### config.mk
export PLATFORM = sky130hd
export DESIGN_NAME = upsample_layer
export DESIGN_NICKNAME = d
export VERILOG_FILES = /design/src/rtl/cnn_pkg.sv /design/src/rtl/shift_reg.sv /design/src/rtl/upsample_layer.sv
export SDC_FILE = /design/constraint.sdc
export NUM_CORES = 1
export LEC_CHECK = 0
export BUFFER_PORTS_ARGS = -buffer_cell sky130_fd_sc_hd__buf_2
export CAP_MARGIN = 40
export CORE_UTILIZATION = 58
export CTS_CLUSTER_SIZE = 14
export DETAILED_ROUTE_END_ITERATION = 8
export PLACE_DENSITY = 0.84
export SLEW_MARGIN = 20
export SYNTH_ARGS = -nofsm -noshare
export SYNTH_HDL_FRONTEND = slang
export SYNTH_HIERARCHICAL = 1
export SYNTH_SLANG_ARGS = --single-unit
### constraint.sdc
create_clock -name clk -period 3.7 [get_ports clk]
set_input_delay 0.555 -clock clk [delete_from_list [all_inputs] [get_ports clk]]
set_output_delay 0.555 -clock clk [all_outputs]
set_load 0.005 [all_outputs]
### src/rtl/cnn_pkg.sv
// Shared definitions for the CNN layer blocks: the common layer sequencing
// states and a width helper for index counters and RAM addresses.
package cnn_pkg;

   // Sequencing states shared by the streaming layer controllers.
   typedef enum logic [2:0] {
      IDLE,
      FETCH,
      WAIT,
      EMIT,
      DONE
   } layer_state_e;

   // Bits needed to index n items; never below 1 so one-entry ranges still get a port.
   function automatic int clog2w(input int n);
      return (n <= 1) ? 1 : $clog2(n);
   endfunction

endpackage

### src/rtl/shift_reg.sv
// Shift register used as a word packer: each enabled cycle the new chunk
// enters at the top and older chunks move towards bit 0, so after SIZE/SHIFT_AMT
// pushes the first chunk sits in the lowest bits.
module shift_reg #(
   parameter int SIZE      = 32,
   parameter int SHIFT_AMT = 16
) (
   input  logic                 clk,
   input  logic                 rst,
   input  logic                 en,
   input  logic [SHIFT_AMT-1:0] din,
   output logic [SIZE-1:0]      q
);

   generate
      if (SIZE == SHIFT_AMT) begin : g_single
         // One chunk per word: the register simply loads the new chunk.
         always_ff @(posedge clk or negedge rst) begin
            if (!rst) q <= '0;
            else if (en) q <= din;
         end
      end else begin : g_multi
         // New chunk at the top, everything else slides down one chunk.
         always_ff @(posedge clk or negedge rst) begin
            if (!rst) q <= '0;
            else if (en) q <= {din, q[SIZE-1:SHIFT_AMT]};
         end
      end
   endgenerate

endmodule

### src/rtl/upsample_layer.sv
// Nearest-neighbour upsampler: reads a packed source feature map from a
// synchronous-read RAM and writes the SCALE x SCALE replicated map to a
// destination RAM, one packed word per write, addresses strictly ascending.
// Each source row is re-read once per output row, so no line buffer is kept.
module upsample_layer
   import cnn_pkg::*;
#(
   parameter int INPUT_X              = 4,
   parameter int INPUT_Y              = 4,
   parameter int SCALE                = 2,
   parameter int BIT_WIDTH            = 16,
   parameter int RAM_WIDTH_MULTIPLIER = 2
) (
   input  logic                                         clk,
   input  logic                                         rst,
   input  logic                                         start,
   input  logic [BIT_WIDTH*RAM_WIDTH_MULTIPLIER-1:0]    data_rd,
   output logic [clog2w(INPUT_X*INPUT_Y/RAM_WIDTH_MULTIPLIER)-1:0] addr_rd,
   output logic [BIT_WIDTH*RAM_WIDTH_MULTIPLIER-1:0]    data_wr,
   output logic [clog2w(INPUT_X*SCALE*INPUT_Y*SCALE/RAM_WIDTH_MULTIPLIER)-1:0] addr_wr,
   output logic                                         wren,
   output logic                                         done
);

   localparam int M   = RAM_WIDTH_MULTIPLIER;
   localparam int WPR = INPUT_X / M;   // source words per source row
   localparam int RA  = clog2w(INPUT_X*INPUT_Y/M);
   localparam int WA  = clog2w(INPUT_X*SCALE*INPUT_Y*SCALE/M);
   localparam int XW  = clog2w(WPR);
   localparam int YW  = clog2w(INPUT_Y);
   localparam int SW  = clog2w(SCALE);
   localparam int KW  = clog2w(M);

   localparam logic [XW-1:0] X_LAST = XW'(WPR - 1);
   localparam logic [YW-1:0] Y_LAST = YW'(INPUT_Y - 1);
   localparam logic [SW-1:0] S_LAST = SW'(SCALE - 1);
   localparam logic [KW-1:0] K_LAST = KW'(M - 1);
   localparam logic [WA-1:0] A_LAST = WA'(INPUT_X*SCALE*INPUT_Y*SCALE/M - 1);

   // A source row must split into whole RAM words.
   generate
      if (INPUT_X % M != 0) begin : g_bad_width
         $error("upsample_layer: INPUT_X must be a multiple of RAM_WIDTH_MULTIPLIER");
      end
   endgenerate

   layer_state_e           state_q, state_n;
   logic [XW-1:0]          wx_q, wx_n;     // word within the source row
   logic [YW-1:0]          sy_q, sy_n;     // source row
   logic [SW-1:0]          rep_q, rep_n;   // which copy of the source row
   logic [KW-1:0]          k_q;            // source pixel within the word
   logic [SW-1:0]          r_q;            // horizontal repeat of that pixel
   logic [KW-1:0]          p_q;            // pixels already in the packer
   logic [BIT_WIDTH*M-1:0] src_q;
   logic [BIT_WIDTH-1:0]   pix;
   logic [RA-1:0]          rd_addr_n;
   logic                   push, restart, last_emit, last_word;

   // Sequencing: next state and per-cycle strobes.
   // NOTE: every always_comb output gets a default first so no path can infer a latch.
   always_comb begin
      state_n   = state_q;
      push      = 1'b0;
      restart   = 1'b0;
      last_emit = (k_q == K_LAST) && (r_q == S_LAST);
      last_word = (wx_q == X_LAST) && (rep_q == S_LAST) && (sy_q == Y_LAST);
      case (state_q)
         IDLE, DONE: begin
            if (start) begin
               state_n = FETCH;
               restart = 1'b1;
            end
         end
         FETCH: state_n = WAIT;
         WAIT:  state_n = EMIT;
         EMIT: begin
            push = 1'b1;
            if (last_emit) state_n = last_word ? DONE : FETCH;
         end
         default: state_n = IDLE;
      endcase
   end

   // Next source-word position, advanced once each word has been fully emitted.
   always_comb begin
      wx_n  = wx_q;
      sy_n  = sy_q;
      rep_n = rep_q;
      if (restart) begin
         wx_n  = '0;
         sy_n  = '0;
         rep_n = '0;
      end else if (push && last_emit && !last_word) begin
         if (wx_q == X_LAST) begin
            wx_n = '0;
            if (rep_q == S_LAST) begin
               rep_n = '0;
               sy_n  = sy_q + 1'b1;
            end else begin
               rep_n = rep_q + 1'b1;
            end
         end else begin
            wx_n = wx_q + 1'b1;
         end
      end
   end

   assign rd_addr_n = RA'(int'(sy_n) * WPR + int'(wx_n));
   assign pix       = src_q[int'(k_q)*BIT_WIDTH +: BIT_WIDTH];

   // State register.
   // NOTE: sequential state uses non-blocking assignments so every register samples pre-edge values.
   always_ff @(posedge clk or negedge rst) begin
      if (!rst) state_q <= IDLE;
      else      state_q <= state_n;
   end

   // Counters, read address, source word capture and the write strobe.
   always_ff @(posedge clk or negedge rst) begin
      if (!rst) begin
         wx_q    <= '0;
         sy_q    <= '0;
         rep_q   <= '0;
         k_q     <= '0;
         r_q     <= '0;
         p_q     <= '0;
         src_q   <= '0;
         addr_rd <= '0;
         addr_wr <= '0;
         wren    <= 1'b0;
         done    <= 1'b0;
      end else begin
         wx_q  <= wx_n;
         sy_q  <= sy_n;
         rep_q <= rep_n;
         // Address is presented during FETCH; the RAM answers during WAIT.
         if (state_n == FETCH) addr_rd <= rd_addr_n;
         if (state_q == WAIT)  src_q   <= data_rd;
         if (restart) begin
            k_q <= '0;
            r_q <= '0;
            p_q <= '0;
         end else if (push) begin
            if (r_q == S_LAST) begin
               r_q <= '0;
               k_q <= (k_q == K_LAST) ? '0 : k_q + 1'b1;
            end else begin
               r_q <= r_q + 1'b1;
            end
            p_q <= (p_q == K_LAST) ? '0 : p_q + 1'b1;
         end
         // The packer holds a complete word the cycle after its last pixel enters.
         wren <= push && (p_q == K_LAST);
         if (restart) addr_wr <= '0;
         else if (wren && (addr_wr != A_LAST)) addr_wr <= addr_wr + 1'b1;
         done <= (state_n == DONE);
      end
   end

   shift_reg #(
      .SIZE      (M*BIT_WIDTH),
      .SHIFT_AMT (BIT_WIDTH)
   ) u_pack (
      .clk (clk),
      .rst (rst),
      .en  (push),
      .din (pix),
      .q   (data_wr)
   );

endmodule

==> results.md <==
- Setup Total Neg Slack: 0 ns
- Drt initial violations: 127
- Syn Area/Cell: 15.2 um2
- # rows: 28
- Via density: 5.38
- Clk root buf: clkbuf_8
- Most common cell on crit path: ha_1
- # IOs: 77
- First-pass GRT wire length: 10400 um
- Mapped Area: 3710 um2
- Fin. max-slew vios: 0
- Post-synth EDFFs: 0
- Reg2reg end: addr_wr[3]$_DFFE_PN0P_
- Final Setup Violations: 0
- CP Buf/Inv Count: 0
- R2R cell count: 6
- Overall Global Routing Usage: 21.6%
- Post-Syn Nets: 282
- Most frequent cells after synthesis: dfrtp_1, mux2_2, mux2_4, a21oi_1, nor2_1
- Syn Inst Count: 244
- Largest net degree at the start of global routing: 54
- Synthesized flop and latch total: 84
- Worst Hold Class: input pin to async pin
- Quantity of gates resized following cts: 0
- Pre-antenna DRT Iters: 4
- Top cell family by delay on the critical path: simple AND/OR/NAND/NOR gates
- Pwr/cell area: 990 nW/um2
- Die H: 82.0 um
- Crit-path cells: ha_1 > and3_1 > ha_1 > nand2b_1 > or3_1 > a21oi_1
- Drc violations: 0
- Least-Margin Pin Slew: 0.465 ns
- Fmax: 0.545 GHz
- Fin Hold WS: 0.137 ns
- CTS tree: done
- Area growth syn-to-layout: 17.1%
- Async set-reset flop share out of synthesis: 100%
- Die ar.: 6720 um2
- Critical path required time: 3.98 ns
- Max FO, Critical Path: 5
- IO Port Bufs: 76
- Register area share after synthesis: 56.6%
- Clk buf depth: 2
- Die Wd: 82.0 um
- CTS clk-pin slew, worst paths: 0.08 ns
- Top-count cell post-synth: dfrtp_1
- Largest stage delay, worst path: 0.43 ns
- RSZ-0062 raised after global routing: no
- CTS Buf Count: 9
- Diode count: 0
- Period utilization: 49.6%
- Drt wl/cell: 16.3 um
- Reg2Reg Setup Slack: 1.86 ns
- Crit path capture type: flop
- Critical path class: flop to flop
- Total Wirelength: 6580 um
- Slowest CP cell: dfrtp_1
- Layout Nets: 362
- Worst R2R Start: addr_wr[0]$_DFFE_PN0P_
- Max-cap violation count: 0
- Worst skew pair latency: 0.35 ns
- Vias in the first global route: 2100
- Hold buffer count at CTS: 0
- Final Wtd Congestion: 0.812
- Antenna Nets Post-Route: 0
- Yosys warns: 6
- Core ar.: 6060 um2
- Tmin final: 1.84 ns
- P_leak: 2.07 nW
- Post-synth top area cell: dfrtp_1
- Total global routing overflow: 0
- Via Count: 2173
- Top_reg_cell synth: dfrtp_1
- CP Launch Type: flop
- Initial antenna violation count: 0
- Synth top area share: 56.6%
- Detailed-placement wirelength estimate: 4440 um
- Layout cells sized above 1: 55.3%
- Final Hold Viols: 0
- Distinct cells, synth: 43
- Relative slew slack: 68.9%
- Ranking of synthesized cells by area: dfrtp_1, mux2_2, mux2_4
- Status: finished clean
- Worst VDD drop: 0.538 mV
- Initial Utilization: 61.3%
- H-tree depth: 3
- Arr. time, crit path: 2.12 ns
- Clk_skew: 0.00656 ns
- Total setup buffers inserted after CTS: 0
- Clock sinks: 84
[power by group]
group | internal (W) | switching, W
Sequential | 0.00139 | 0.000343
Clock | 0.000332 | 0.000324
Combinational | 0.00119 | 0.000718
Total | 0.00292 | 0.00138
[cells in the final DEF (no fill, tap or decap), drive strengths merged, types with 3 or more instances in the layout]
| cell type | n |
|---|---|
| nand3b | 3 |
| clkinvlp | 3 |
| buf | 81 |
| o21ai | 5 |
| ha | 3 |
| clkbuf | 11 |
| dfrtp | 84 |
| a21oi | 8 |
| inv | 4 |
| nand2 | 4 |
| mux2 | 80 |
| nor2 | 7 |
[metrics by stage]
step	cells	instance area, um2	worst slack, ns	total power, W	util, %
floorplan	244	3710	1.92	0.00325	-
global placement	384	4070	1.59	0.00354	67.2
detailed placement	387	4130	1.82	0.00365	68.1
CTS	403	4330	1.79	0.00433	71.5
global route	404	4350	1.73	0.00459	71.7
finish	404	4350	1.86	0.00430	71.7
[worst max path at each step]
| stage | to | from | depth (start not counted) |
|---|---|---|---|
| after floorplan | addr_wr[3]$_DFFE_PN0P_ | addr_wr[0]$_DFFE_PN0P_ | 7 |
| after global placement | addr_rd[1]$_DFFE_PN0N_ | state_q[0]$_DFF_PN0_ | 4 |
| after detailed placement | sy_q[0]$_DFF_PN0_ | k_q$_DFFE_PN0P_ | 3 |
| after CTS | sy_q[0]$_DFF_PN0_ | k_q$_DFFE_PN0P_ | 3 |
| after global routing | addr_wr[3]$_DFFE_PN0P_ | addr_wr[0]$_DFFE_PN0P_ | 6 |
| final | addr_wr[3]$_DFFE_PN0P_ | addr_wr[0]$_DFFE_PN0P_ | 6 |
[registers in the layout (all words and copies together) (netlist names)]
name,count
src_q,32
u_pack/q,32
addr_wr,5
addr_rd,3
state_q,3
sy_q,2
done,1
k_q,1
p_q,1
r_q,1
rep_q,1
wren,1
wx_q,1
[layer usage]
| metal | part of all wire [%] | GRT usage, % | vias up |
|---|---|---|---|
| met5 | 0 | 0 | - |
| met4 | 1.2 | 8.42 | 0 |
| met3 | 4.1 | 6.89 | 6 |
| met2 | 48 | 32.6 | 56 |
| met1 | 46 | 28.9 | 1080 |
| li1 | - | - | 1031 |
[logic make-up (layout without fill, tap and decap cells)]
group                      after synthesis  after routing  synth area share (%)
xor gates and xnor gates                 4              4                 0.944
AOI/OAI and AO/OA                       22             22                  3.71
and+or+nand+nor                         33             33                  6.07
DFF                                     84             84                  56.6
muxes                                   82             82                  27.8
adders and majority gates                3              3                  1.01
buffers and inverters                   16            101                  3.81
[final cells by class]
cell class | instances | area (um2)
Clock buffer | 11 | 141
Clock inverter | 5 | 61.3
Fill cell | 416 | 1710
Inverter | 4 | 15.0
Multi-Input combinational cell | 144 | 1470
Sequential cell | 84 | 2100
Tap cell | 75 | 93.8
Timing Repair Buffer | 81 | 464
(Power assumes the default switching activity.)
